## config.mk

```make
export PLATFORM = sky130hd
export DESIGN_NAME = vga_display_ctrl
export DESIGN_NICKNAME = d
export VERILOG_FILES = /design/src/rtl/vga_pkg.sv /design/src/rtl/vga_axis_timer.sv /design/src/rtl/vga_display_ctrl.sv
export SDC_FILE = /design/constraint.sdc
export NUM_CORES = 1
export LEC_CHECK = 0
export ABC_CLOCK_PERIOD_IN_PS = 2300
export CELL_PAD_IN_SITES_DETAIL_PLACEMENT = 1
export CELL_PAD_IN_SITES_GLOBAL_PLACEMENT = 2
export CORE_ASPECT_RATIO = 0.6
export CORE_MARGIN = 4
export CORE_UTILIZATION = 40
export CTS_BUF_LIST = sky130_fd_sc_hd__clkbuf_4 sky130_fd_sc_hd__clkbuf_8
export CTS_CLUSTER_DIAMETER = 80
export DETAILED_ROUTE_END_ITERATION = 10
export DONT_BUFFER_PORTS = 1
export GPL_ROUTABILITY_DRIVEN = 0
export PLACE_DENSITY = 0.81
export SLEW_MARGIN = 25
export SYNTH_ARGS = -nofsm -noshare
export SYNTH_HDL_FRONTEND = slang
export SYNTH_SLANG_ARGS = --single-unit
```

## constraint.sdc

```tcl
create_clock -name clk -period 2.3 [get_ports clk]
set_input_delay 0.46 -clock clk [delete_from_list [all_inputs] [get_ports clk]]
set_output_delay 0.46 -clock clk [all_outputs]
set_load 0.01 [all_outputs]
```

## src/rtl/vga_pkg.sv

```systemverilog
// Shared timing constants, phase type and pin-control bundle for the VGA display controller.
package vga_pkg;

  localparam int H_SYNC = 192;
  localparam int H_BP   = 96;
  localparam int H_DISP = 1280;
  localparam int H_FP   = 32;
  localparam int H_DIV  = 10;
  localparam int V_SYNC = 2;
  localparam int V_BP   = 29;
  localparam int V_DISP = 480;
  localparam int V_FP   = 10;
  localparam int V_DIV  = 5;

  localparam int PIX_W = 7;

  // RGB332 field positions inside a framebuffer byte
  localparam int RED_MSB   = 7;
  localparam int RED_LSB   = 5;
  localparam int GREEN_MSB = 4;
  localparam int GREEN_LSB = 2;
  localparam int BLUE_MSB  = 1;
  localparam int BLUE_LSB  = 0;

  typedef enum logic [1:0] {SYNC, BACK, DISP, FRONT} vga_phase_t;

  typedef struct packed {
    logic hsync_n;
    logic vsync_n;
    logic active;
    logic vblank;
    logic frame_start;
  } pin_ctl_t;

  localparam pin_ctl_t PIN_IDLE = '{hsync_n: 1'b1, vsync_n: 1'b1, active: 1'b0,
                                    vblank: 1'b1, frame_start: 1'b0};

endpackage

```

## src/rtl/vga_axis_timer.sv

```systemverilog
// One timing axis: position counter, SYNC/BACK/DISP/FRONT phase decode and logical-pixel divider.
module vga_axis_timer
  import vga_pkg::*;
#(
  parameter int SYNC_LEN = 192,
  parameter int BP_LEN   = 96,
  parameter int DISP_LEN = 1280,
  parameter int FP_LEN   = 32,
  parameter int DIV      = 10,
  parameter int CNT_W    = 11,
  parameter int DIV_W    = 4
) (
  input  logic             clk,
  input  logic             reset,
  input  logic             enable,
  output vga_phase_t       phase,
  output logic [PIX_W-1:0] pix,
  output logic             wrap,
  output logic [CNT_W-1:0] cnt
);

  localparam int TOTAL = SYNC_LEN + BP_LEN + DISP_LEN + FP_LEN;
  localparam logic [CNT_W-1:0] BACK_START  = CNT_W'(SYNC_LEN);
  localparam logic [CNT_W-1:0] DISP_START  = CNT_W'(SYNC_LEN + BP_LEN);
  localparam logic [CNT_W-1:0] FRONT_START = CNT_W'(SYNC_LEN + BP_LEN + DISP_LEN);
  localparam logic [CNT_W-1:0] CNT_LAST    = CNT_W'(TOTAL - 1);
  localparam logic [DIV_W-1:0] DIV_LAST    = DIV_W'(DIV - 1);
  localparam logic [PIX_W-1:0] PIX_MAX     = {PIX_W{1'b1}};

  logic [DIV_W-1:0] div;
  logic [CNT_W-1:0] cnt_next;
  logic [DIV_W-1:0] div_next;
  logic [PIX_W-1:0] pix_next;
  logic             next_in_disp;

  always_ff @(posedge clk) begin
    if (reset) begin
      cnt <= '0;
      div <= '0;
      pix <= '0;
    end else begin
      cnt <= cnt_next;
      div <= div_next;
      pix <= pix_next;
    end
  end

  always_comb begin
    cnt_next     = cnt;
    div_next     = div;
    pix_next     = pix;
    next_in_disp = 1'b0;
    if (enable) begin
      cnt_next     = wrap ? '0 : cnt + CNT_W'(1);
      next_in_disp = (cnt_next >= DISP_START) && (cnt_next < FRONT_START);
      // Pixel index restarts on DISP entry and saturates once the row is exhausted
      if (!next_in_disp || (phase != DISP)) begin
        div_next = '0;
        pix_next = '0;
      end else if (div == DIV_LAST) begin
        div_next = '0;
        if (pix != PIX_MAX) pix_next = pix + PIX_W'(1);
      end else begin
        div_next = div + DIV_W'(1);
      end
    end
  end

  // Phase is a pure decode of the counter, so it can never disagree with it
  always_comb begin
    phase = FRONT;
    if (cnt < BACK_START)       phase = SYNC;
    else if (cnt < DISP_START)  phase = BACK;
    else if (cnt < FRONT_START) phase = DISP;
    wrap = enable && (cnt == CNT_LAST);
  end

endmodule

```

## src/rtl/vga_display_ctrl.sv

```systemverilog
// VGA display timing controller: H/V sequencing, framebuffer address fetch and a two-stage pin pipeline.
module vga_display_ctrl #(
  parameter int H_SYNC = vga_pkg::H_SYNC,
  parameter int H_BP   = vga_pkg::H_BP,
  parameter int H_DISP = vga_pkg::H_DISP,
  parameter int H_FP   = vga_pkg::H_FP,
  parameter int H_DIV  = vga_pkg::H_DIV,
  parameter int V_SYNC = vga_pkg::V_SYNC,
  parameter int V_BP   = vga_pkg::V_BP,
  parameter int V_DISP = vga_pkg::V_DISP,
  parameter int V_FP   = vga_pkg::V_FP,
  parameter int V_DIV  = vga_pkg::V_DIV
) (
  input  logic        clk,
  input  logic        reset,
  output logic [13:0] mem_addr,
  input  logic [7:0]  mem_rdata,
  output logic [2:0]  VGA_RED,
  output logic [2:0]  VGA_GREEN,
  output logic [1:0]  VGA_BLUE,
  output logic        VGA_HSYNC,
  output logic        VGA_VSYNC,
  output logic        vblank,
  output logic        frame_start
);

  import vga_pkg::*;

  vga_phase_t       h_phase;
  vga_phase_t       v_phase;
  logic [PIX_W-1:0] h_pix;
  logic [PIX_W-1:0] v_pix;
  logic             h_wrap;
  logic             v_wrap_unused;
  logic [10:0]      hcnt;
  logic [9:0]       vcnt;

  pin_ctl_t   ctl_now;
  pin_ctl_t   ctl_d1;
  pin_ctl_t   ctl_d2;
  logic [7:0] rgb_q;

  vga_axis_timer #(
    .SYNC_LEN(H_SYNC), .BP_LEN(H_BP), .DISP_LEN(H_DISP), .FP_LEN(H_FP),
    .DIV(H_DIV), .CNT_W(11), .DIV_W(4)
  ) u_h_timer (
    .clk(clk), .reset(reset), .enable(1'b1),
    .phase(h_phase), .pix(h_pix), .wrap(h_wrap), .cnt(hcnt)
  );

  vga_axis_timer #(
    .SYNC_LEN(V_SYNC), .BP_LEN(V_BP), .DISP_LEN(V_DISP), .FP_LEN(V_FP),
    .DIV(V_DIV), .CNT_W(10), .DIV_W(3)
  ) u_v_timer (
    .clk(clk), .reset(reset), .enable(h_wrap),
    .phase(v_phase), .pix(v_pix), .wrap(v_wrap_unused), .cnt(vcnt)
  );

  // Pixel registers update on the counter edge, so this address is stage 1 of the pipeline
  assign mem_addr = {v_pix, h_pix};

  always_comb begin
    ctl_now             = PIN_IDLE;
    ctl_now.hsync_n     = (h_phase != SYNC);
    ctl_now.vsync_n     = (v_phase != SYNC);
    ctl_now.active      = (h_phase == DISP) && (v_phase == DISP);
    ctl_now.vblank      = (v_phase != DISP);
    ctl_now.frame_start = (hcnt == 11'd0) && (vcnt == 10'd0);
  end

  // Control bits ride two registers so they land with the colour captured from RAM
  always_ff @(posedge clk) begin
    if (reset) begin
      ctl_d1 <= PIN_IDLE;
      ctl_d2 <= PIN_IDLE;
      rgb_q  <= '0;
    end else begin
      ctl_d1 <= ctl_now;
      ctl_d2 <= ctl_d1;
      rgb_q  <= ctl_d1.active ? mem_rdata : 8'h00;
    end
  end

  assign VGA_RED     = rgb_q[RED_MSB:RED_LSB];
  assign VGA_GREEN   = rgb_q[GREEN_MSB:GREEN_LSB];
  assign VGA_BLUE    = rgb_q[BLUE_MSB:BLUE_LSB];
  assign VGA_HSYNC   = ctl_d2.hsync_n;
  assign VGA_VSYNC   = ctl_d2.vsync_n;
  assign vblank      = ctl_d2.vblank;
  assign frame_start = ctl_d2.frame_start;

endmodule

```

After elaboration in Yosys (flattened, before gate mapping)
Cells that the tools add are included.

Logic and storage cells: 76. Output and inout bits: 26. Register bits after elaboration: 59. Input bits: 10.

Bitwise operators: 1. Add/subtract/negate cells: 6. Reduce and logical (&&, ||, !) cells: 20. Multiplexer cells: 13. Eq/ne operators: 10. $lt $le $gt $ge: 10.

Operators by type and width (count): 11-bit less-than comparator, second input constant (2); 7-bit 2-to-1 mux (3); 10-bit by 9-bit less-than comparator with 1-bit output, second input constant (2); 7-bit by 1-bit adder with 7-bit output, second input constant (2); 7-bit != test, second input constant (2); 11-bit by 1-bit adder with 11-bit output, second input constant (1); 11-bit equality test, second input constant (1); 11-bit by 9-bit greater-or-equal comparator with 1-bit output, second input constant (1); 11-bit zero test (1); 11-bit by 8-bit less-than comparator with 1-bit output, second input constant (1); 11-bit by 9-bit less-than comparator with 1-bit output, second input constant (1); 11-bit 2-to-1 mux (1); 10-bit by 1-bit adder with 10-bit output, second input constant (1); 10-bit equality test, second input constant (1); 10-bit by 5-bit greater-or-equal comparator with 1-bit output, second input constant (1); 10-bit zero test (1); 10-bit by 2-bit less-than comparator with 1-bit output, second input constant (1); 10-bit by 5-bit less-than comparator with 1-bit output, second input constant (1); 10-bit 2-to-1 mux (1); 2-bit 2-to-1 mux (4); 2-bit nonzero test (4); 3-bit 2-to-1 mux (2); 1-bit logical AND (5); 4-bit by 1-bit adder with 4-bit output, second input constant (1); other kinds (13) (19).

Longest topological paths before layout
Gate-level depths: netlist of the first run.

Depth in word-level cells: 9. Mapped depth: 8. Mapped depth without buffers: 7.

Hierarchy
From an unflattened synthesis of the first run, not the netlist that was laid out.

Cells, all modules: 373. Area total of the unflattened synthesis: 3221.8 um2.

By module, submodules not included: vga_axis_timer (u_h_timer) (instances 1, area each 1480.2 um2, cells an instance 182, seq. area each 440.4 um2); vga_axis_timer (u_v_timer) (instances 1, area each 1233.7 um2, cells an instance 148, seq. area each 400.4 um2); vga_display_ctrl (instances 1, area each 508.0 um2, cells an instance 43, seq. area each 340.3 um2).

Worst setup path before layout of the first run
Ideal clock, no wire load.

Path kind: register to register. Start: reg u_h_timer.cnt[0]. End: reg u_h_timer.div[1]. Buffers on the path: 2. Library setup time: 0.092 ns. Data arrival time: 1.947 ns. Clock period less this slack: 2.039 ns. Data required time: 2.208 ns. Path slack: 0.261 ns. Stages on the path, launching flop included: 9. Path through: dfxtp_1 -> ha_1 -> clkbuf_1 -> inv_1 -> or4_1 -> a32oi_1 -> o31ai_1 -> buf_2 -> nor4_1.

Word-level cells in the longest chain between the ends: 7. Elaborated cells between the ends (all ways): 16. Those cells by class: add/sub: 1; order compare: 5; eq/ne: 2; mux: 4; reduce/logical: 4.

RTL lines: from (decl) (RTL line vga_axis_timer.sv:19) `output logic [CNT_W-1:0] cnt`; from (signal assigned) (RTL line vga_axis_timer.sv:42) `cnt <= cnt_next;`; 11-bit by 1-bit adder with 11-bit output, or another cell as far along (RTL line vga_axis_timer.sv:54) `cnt_next = wrap ? '0 : cnt + CNT_W'(1);`; 11-bit 2-to-1 mux / 1-bit 2-to-1 mux (equally long branches) (RTL line vga_axis_timer.sv:54, vga_axis_timer.sv:74); 11-bit by 9-bit greater-or-equal comparator with 1-bit output, or another cell as far along (RTL line vga_axis_timer.sv:55) `next_in_disp = (cnt_next >= DISP_START) && (cnt_next < FRONT_START);`; 1-bit logical AND / 2-bit 2-to-1 mux (equally long branches) (RTL line vga_axis_timer.sv:55, vga_axis_timer.sv:72); 1-bit zero test / 2-bit != test (equally long branches) (RTL line vga_axis_timer.sv:57) `if (!next_in_disp || (phase != DISP)) begin`; 1-bit logical OR (*) (RTL line vga_axis_timer.sv:57); 3-bit OR reduction (no line) (*); to (signal assigned) (RTL line vga_axis_timer.sv:43) `div <= div_next;`; to (decl) (RTL line vga_axis_timer.sv:30) `logic [DIV_W-1:0] div;`.

Mark *: on every way between the ends. The rest lies on a longest branch, timed or not. A chain may end at the register's enable or synchronous reset.

Worst setup path after layout of the first run
Start: reg u_v_timer.cnt[1]. End: reg u_v_timer.div[1].

Word-level cells in the longest chain between the ends: 8. Elaborated cells between the ends (all ways): 17. Those cells by class: add/sub: 1; order compare: 5; eq/ne: 2; mux: 5; reduce/logical: 4.

RTL lines (RTL line): from (decl) (vga_axis_timer.sv:19); from (signal assigned) (vga_axis_timer.sv:42); parallel branches: the longest is 6 deep, another holds 10-bit by 1-bit adder with 10-bit output; 1-bit logical OR (*) (vga_axis_timer.sv:57); 3-bit 2-to-1 mux (*) (vga_axis_timer.sv:57); to (signal assigned) (vga_axis_timer.sv:43); to (decl) (vga_axis_timer.sv:30).

Every way passes the cells marked *.

==> results of run 1 <==
-- stage by stage --
step | hold WS, ns | total power (µW) | area, µm² | cells
floorplan | 0.389 | 1090 | 2880 | 319
global placement | 0.391 | 1100 | 3010 | 399
detailed placement | 0.397 | 1100 | 3010 | 399
CTS | 0.174 | 2090 | 3210 | 414
global route | 0.168 | 2150 | 3220 | 414
finish | 0.189 | 2060 | 3220 | 414
-- power breakdown --
group / total [µW] / switching [µW] / internal, µW
combinational: 39.3 / 21.4 / 17.8
sequential: 1040 / 7.38 / 1030
clock: 980 / 403 / 577
total: 2060 / 432 / 1630
-- cell usage after synthesis, drive strengths merged, types with 2 or more instances --
library cell	instances	share of area (%)
o21ai	3	0.52
dfxtp	59	41
o2111ai	3	0.91
and4	3	0.91
xor2	11	3.3
o211ai	4	1.2
or3	3	0.65
nor4b	3	0.91
nor2	19	2.5
mux2i	4	1.4
or2	4	0.87
a41oi	2	0.61
nand3	6	1.0
nor3b	2	0.70
ha	10	4.3
or4	4	1.2
buf	9	1.8
clkbuf	12	1.6
and3b	2	0.61
nor4	5	1.1
nand2b	2	0.43
a211oi	8	2.1
and3	5	1.1
nand2	19	2.5
xnor2	14	4.3
nor2b	4	0.87
a31oi	3	0.65
inv	11	1.4
nor3	26	4.9
a211o	2	0.61
nand4	16	3.5
o31ai	2	0.52
and2	12	2.6
a21oi	7	1.2
-- registers in the layout (all words and copies together), names as in the netlist --
register	count
VGA_VSYNC	1
u_v_timer.pix	7
u_h_timer.cnt	11
u_h_timer.pix	7
ctl_d1	5
u_v_timer.div	3
u_v_timer.cnt	10
u_h_timer.div	4
frame_start	1
vblank	1
VGA_HSYNC	1
rgb_q	8
-- worst min path at each step --
stage	cells after the start	endpoint	start
4_1_cts	1	u_v_timer.cnt[8]$_SDFFE_PP0N_	reset
3_3_place_gp	1	VGA_VSYNC$_SDFF_PP1_	ctl_d1[3]$_SDFF_PP1_
2_1_floorplan	1	VGA_HSYNC$_SDFF_PP1_	ctl_d1[4]$_SDFF_PP1_
6_report	1	u_v_timer.cnt[6]$_SDFFE_PP0N_	reset
3_5_place_dp	1	VGA_HSYNC$_SDFF_PP1_	ctl_d1[4]$_SDFF_PP1_
5_1_grt	1	u_v_timer.cnt[6]$_SDFFE_PP0N_	reset
-- final cells by class --
type	instances	share of cell area, %
clock inverters	2	1.09
flip-flops and latches	59	36.7
multi-input cells	228	48.7
well taps	87	3.39
clock buffers	13	5.18
inverters	11	1.28
repair buffers	14	3.66
-- cells in the final DEF (no fill, tap or decap), drive strengths merged, types with 3 or more instances in the layout --
| cell | count |
|---|---|
| nand4 | 16 |
| a21oi | 7 |
| inv | 11 |
| ha | 10 |
| or4 | 4 |
| nor4 | 5 |
| nand2 | 19 |
| a211oi | 8 |
| clkbuf | 13 |
| dfxtp | 59 |
| o211ai | 4 |
| or3 | 3 |
| xor2 | 11 |
| and4 | 3 |
| and3 | 5 |
| nor2b | 4 |
| nor4b | 3 |
| o21ai | 3 |
| a31oi | 3 |
| or2 | 4 |
| o2111ai | 3 |
| mux2i | 4 |
| nand3 | 6 |
| buf | 14 |
| and2 | 12 |
| xnor2 | 14 |
| nor3 | 26 |
| nor2 | 19 |
-- cells by family (layout without fill, tap and decap cells) --
| family | count (synthesis) | in the layout | share of synthesized area [%] |
|---|---|---|---|
| xor+xnor | 25 | 25 | 7.61 |
| compound gates | 50 | 50 | 13.2 |
| buf+inv | 32 | 40 | 4.78 |
| flops | 59 | 59 | 41.0 |
| simple gates | 139 | 139 | 27.7 |
| fa+ha+maj | 10 | 10 | 4.35 |
| mux | 4 | 4 | 1.39 |
-- worst register-to-register path: cells and delay by family (launching register included) --
kind                       cells  cell delay, ns
AOI/OAI and AO/OA              4            1.07
and+or+nand+nor                1            0.40
DFF                            1            0.37
adders and majority gates      1            0.23
-- timing repair --
| action | 4_1_cts | 5_1_grt |
|---|---|---|
| resized for setup | 0 | 1 |
| setup buffers | 0 | 0 |
| setup endpoints to repair | 0 | 17 |
-- routing by layer --
metal  routed length, µm  part of all wire (%)  global-route usage [%]  vias to the layer above
li1                    -                     -                       -                     1178
met1                4020                    56                    26.5                     1148
met2                2730                    38                    23.7                       55
met3                 377                   5.2                    5.46                        8
met4                  74                   1.0                    5.84                        0
met5                   0                     0                       0                        -
==> key figures, run 1 <==
Floorplanning
  – Die extent in x: 118 µm
  – Total I/O pin count: 36
  – Die Ht: about 74 µm
  – Initial core utilization: about 42%
  – Die area: slightly below 9000 µm²
  – Core area: slightly below 7000 µm²
  – Std-Cell Rows: 23

Global route
  – Largest net degree at the start of global routing: 40
  – GRT Residual Overflow: 0
  – First-pass GRT wire length: around 12 mm
  – GRT Total Usage: 17.7%
  – Vias in the first global route: 2408
  – Initial antenna violation count: 0

Timing
  – RSZ-0062 raised after global routing: false
  – Period minus WS final: 2.19 ns
  – Setup WS post-layout: 0.115 ns
  – Max Slew Vio Count: 0
  – Tcrit/Tclk final: a little over nine tenths
  – Achievable Freq: between 0.4 and 0.5 GHz
  – Final setup violation count: 0
  – Slew margin rel.: slightly below 70%
  – Final Skew: slightly below 0.007 ns
  – Worst-Margin Slew: 0.457 ns
  – Fin Setup TNS: 0 ns
  – Final Hold Viols: 0

Clock network
  – TritonCTS clock tree: built
  – Clk root buf: clkbuf_8
  – CTS max path bufs: 2
  – CTS Hold Bufs: 0
  – Cts bufs inserted: 9
  – Worst-path clk slew: approximately 0.070 ns
  – Skew-Pair Late Insertion Delay: about 0.34 ns
  – H-tree lvl count: 3
  – Clock sink count: just under 60

Setup path
  – Crit. End Element: register
  – Worst path buffer plus inverter count: 0
  – Startpoint Class: register
  – WP data arrival: between 2 and 2.5 ns
  – Worst path top cell family by delay: compound AO/OA/AOI/OAI gates
  – FF-to-FF Start: u_v_timer.cnt[1]$_SDFFE_PP0N_
  – Crit-path max FO: 7
  – Setup crit end: u_v_timer.div[1]$_SDFFE_PP0N_
  – Max stage delay on crit path: about 0.46 ns
  – R2R setup slack: between 0.1 and 0.15 ns
  – Worst Setup SP: u_v_timer.cnt[1]$_SDFFE_PP0N_
  – Critical-path top delay cell: a2111oi_0
  – R2R Path End: u_v_timer.div[1]$_SDFFE_PP0N_
  – Worst Reg-to-Reg Cells: 6
  – WP data required: around 2.5 ns
  – Worst path depth: 6
  – Critical path, cell by cell: ha_1, or4_1, a2111oi_0, o22ai_1, o2111ai_1, o32ai_1
  – Setup CP Type: reg -> reg

Yosys
  – EDFF count, synth: 0
  – Sequential cell area fraction in the yosys report: 41.0%
  – Post-synth cell types: 62
  – Async SR Flop Fraction: 0%
  – Synth Register Bits: 59
  – Syn Std Cell Area: roughly 2900 µm²
  – Syn_area_per_cell: 9.03 µm²
  – Main synth FF type: dfxtp_1
  – Warning count from the yosys run: 0
  – Syn_nets: 339
  – Post-Syn Instances: about 320

Cells and area
  – Area grow syn2layout: 11.7%
  – Reg area: 1180 µm²
  – NumNets Final: about 340
  – Layout cells sized above 1: roughly 12%
  – Multi-input gate area: ~1600 µm²
  – Utilization after layout: 47.1%
  – N_diodes: 0
  – Fillers: just under 800

Route
  – DR vias/cell: slightly below 6
  – Drt initial violations: 100
  – Drt drc: 0
  – Detailed Route WL: slightly above 7 mm
  – Final antenna-violating net count: 0
  – WL/cell: about 17 µm
  – Via count: 2389
  – DR pass1 iterations: 4

Power
  – Peak VDD IR: between 200 and 250 µV
  – Pleak: between 0.001 and 0.0015 µW
  – Power per cell area: between 600 and 700 nW/µm²

Run status
  – Status: finished clean

Run
  – Max-Cap Viols: 0

Placed design
  – IO buf count: 0
  – Setup WS pre-CTS: between 0.07 and 0.08 ns
  – HPWL after DPL: about 5.0 mm

Worst hold path
  – Hold Crit Class: in -> reg
Note: power is estimated with default switching activity, not from simulation.
==> run 2, diff against run 1 <==
--- a/config.mk
+++ b/config.mk
@@ -8,7 +8,7 @@
 export ABC_CLOCK_PERIOD_IN_PS = 2300
 export CELL_PAD_IN_SITES_DETAIL_PLACEMENT = 1
 export CELL_PAD_IN_SITES_GLOBAL_PLACEMENT = 2
-export CORE_ASPECT_RATIO = 0.6
+export CORE_ASPECT_RATIO = 0.75
 export CORE_MARGIN = 4
 export CORE_UTILIZATION = 40
 export CTS_BUF_LIST = sky130_fd_sc_hd__clkbuf_4 sky130_fd_sc_hd__clkbuf_8
==> key figures, run 2 (synthesis gave the netlist of run 1 again) <==
Clock network
  – Clk root buf: clkbuf_8
  – Cts bufs inserted: 9
  – Worst-path clk slew: 0.07 ns
  – CTS max path bufs: 2
  – Clock sink count: roughly 60
  – H-tree lvl count: 3
  – TritonCTS clock tree: built
  – Skew-Pair Late Insertion Delay: between 0.3 and 0.4 ns
  – CTS Hold Bufs: 0

Route
  – DR vias/cell: about 5.6
  – WL/cell: 16.6 µm
  – Drt drc: 0
  – Final antenna-violating net count: 0
  – Detailed Route WL: about 7 mm
  – Drt initial violations: 85
  – Via count: between 2000 and 2500
  – DR pass1 iterations: 4

Timing
  – Final Hold Viols: 0
  – Achievable Freq: ~0.46 GHz
  – Final Skew: between 0.005 and 0.006 ns
  – Worst-Margin Slew: about 0.45 ns
  – Tcrit/Tclk final: between 90% and 100%
  – Fin Setup TNS: 0 ns
  – Period minus WS final: between 2 and 2.5 ns
  – RSZ-0062 raised after global routing: false
  – Slew margin rel.: between 60% and 70%
  – Max Slew Vio Count: 0
  – Worst hold slack: between 0.15 and 0.2 ns
  – Final setup violation count: 0

Floorplanning
  – Std-Cell Rows: 26
  – Initial core utilization: 41.7%
  – Die Ht: ~80 µm
  – Die extent in x: about 110 µm
  – Core area: between 6000 and 7000 µm²
  – Total I/O pin count: 36
  – Die area: between 8000 and 9000 µm²

Cells and area
  – Multi-input gate area: roughly 1600 µm²
  – Max FFs per register: 11
  – Fillers: a little over 800
  – Commonest non-fill, non-tap cells in the layout: dfxtp_1, nor3_1, nand2_1, nor2_1, nand4_1
  – Commonest non-fill, non-tap cell in the layout: dfxtp_1
  – NumNets Final: about 340
  – Utilization after layout: around 48%
  – Regs by FF count: u_h_timer.cnt x11, u_v_timer.cnt x10, rgb_q x8
  – Largest Register: u_h_timer.cnt
  – Area grow syn2layout: 14.0%
  – Layout cells sized above 1: between 10% and 20%
  – Reg area: 1180 µm²
  – Final instance count without filler cells: 425
  – N_diodes: 0

Global route
  – Vias in the first global route: ~2300
  – Initial antenna violation count: 0
  – Met1 usage: 24.8%
  – GR met3 Demand/Resource: 6.68%
  – Largest net degree at the start of global routing: 40
  – First-pass GRT wire length: roughly 12 mm
  – GRT Residual Overflow: 0
  – GRT Total Usage: 17.5%
  – Most crowded layer after global routing: met1
  – GR Util met2: between 20% and 30%

Setup path
  – Startpoint Class: register
  – Critical path, cell by cell: or4_4, or4b_4, nor3_4, o21a_1, o21ai_1
  – Worst path top cell family by delay: simple AND/OR/NAND/NOR gates
  – Setup CP Type: reg -> reg
  – WP data required: ~2.5 ns
  – Crit-path max FO: 5
  – Worst path buffer plus inverter count: 0
  – Crit. End Element: register
  – Max stage delay on crit path: roughly 0.57 ns
  – Critical-path top delay cell: or4_4
  – WP data arrival: about 2.4 ns

Power
  – Pint: between 1500 and 2000 µW
  – Clock Power Share: a little under three fifths
  – Switching Power: around 450 µW
  – Pleak: roughly 0.0011 µW
  – Comb pwr share: 1.5%
  – Total power: approximately 2400 µW
  – Peak VDD IR: 249 µV
  – Switching Fraction: about a fifth
  – Power per cell area: 732 nW/µm²
  – Sequential power share: 43.3%

Placed design
  – HPWL after DPL: between 4 and 5 mm
  – Placed cells: 408
  – IO buf count: 0

Worst hold path
  – Hold Crit Class: in -> reg

Run status
  – Status: finished clean

Run
  – Max-Cap Viols: 0
run 2: cell types whose count changed in the layout (fill, tap and decap cells not counted):
cell | before | now
bufinv_16 | 1 | 4
a2111oi_0 | 1 | 0
a2111oi_1 | 0 | 1
buf_12 | 1 | 0
clkbuf_4 | 2 | 1
clkinv_2 | 1 | 0
nor3_1 | 24 | 25
nor3_2 | 1 | 0
run 2: through the flow:
| stage | instance area (µm²) | setup WS (ns) |
|---|---|---|
| CTS | 3270 | 0.144 |
| detailed placement | 3000 | 0.174 |
| global placement | 3000 | 0.192 |
| floorplan | 2880 | 0.261 |
| global route | 3280 | 0.00684 |
| finish | 3280 | 0.138 |
run 2: timing repair:
action,4_1_cts,5_1_grt
buffers inserted,0,1
gates resized for setup,0,1
setup endpoints to repair,0,6
run 2: final timing paths:
path	start	to	slack (ns)	cells past startpoint
hold / removal	reset	u_h_timer.cnt[9]$_SDFF_PP0_	0.18	1
setup / recovery	u_v_timer.cnt[6]$_SDFFE_PP0N_	u_v_timer.cnt[2]$_SDFFE_PP0N_	0.14	5
setup reg to reg	u_v_timer.cnt[6]$_SDFFE_PP0N_	u_v_timer.cnt[2]$_SDFFE_PP0N_	0.14	5
hold reg to reg	ctl_d1[1]$_SDFF_PP1_	vblank$_SDFF_PP1_	0.41	1
run 2: layout make-up:
type	instances	share of cell area, %
clock buffers	12	4.84
clock inverters	4	3.66
inverters	11	1.26
multi-input cells	228	47.6
flip-flops and latches	59	36.0
well taps	98	3.73
repair buffers	13	2.97
run 2: power groups by stage:
stage | combinational, µW | sequential [µW] | clock (µW)
after floorplan | 31.0 | 1060 | 0
after global placement | 35.7 | 1060 | 0
after detailed placement | 36.3 | 1060 | 0
after CTS | 36.8 | 1040 | 1350
after global routing | 43.0 | 1040 | 1390
final | 36.5 | 1040 | 1330
run 2: metal layers:
metal	share of wire (%)	vias to the layer above	routed length [µm]
met5	0	-	0
met4	0.89	0	63
met3	5.7	7	400
met2	40	52	2830
met1	53	1169	3760
li1	-	1167	-
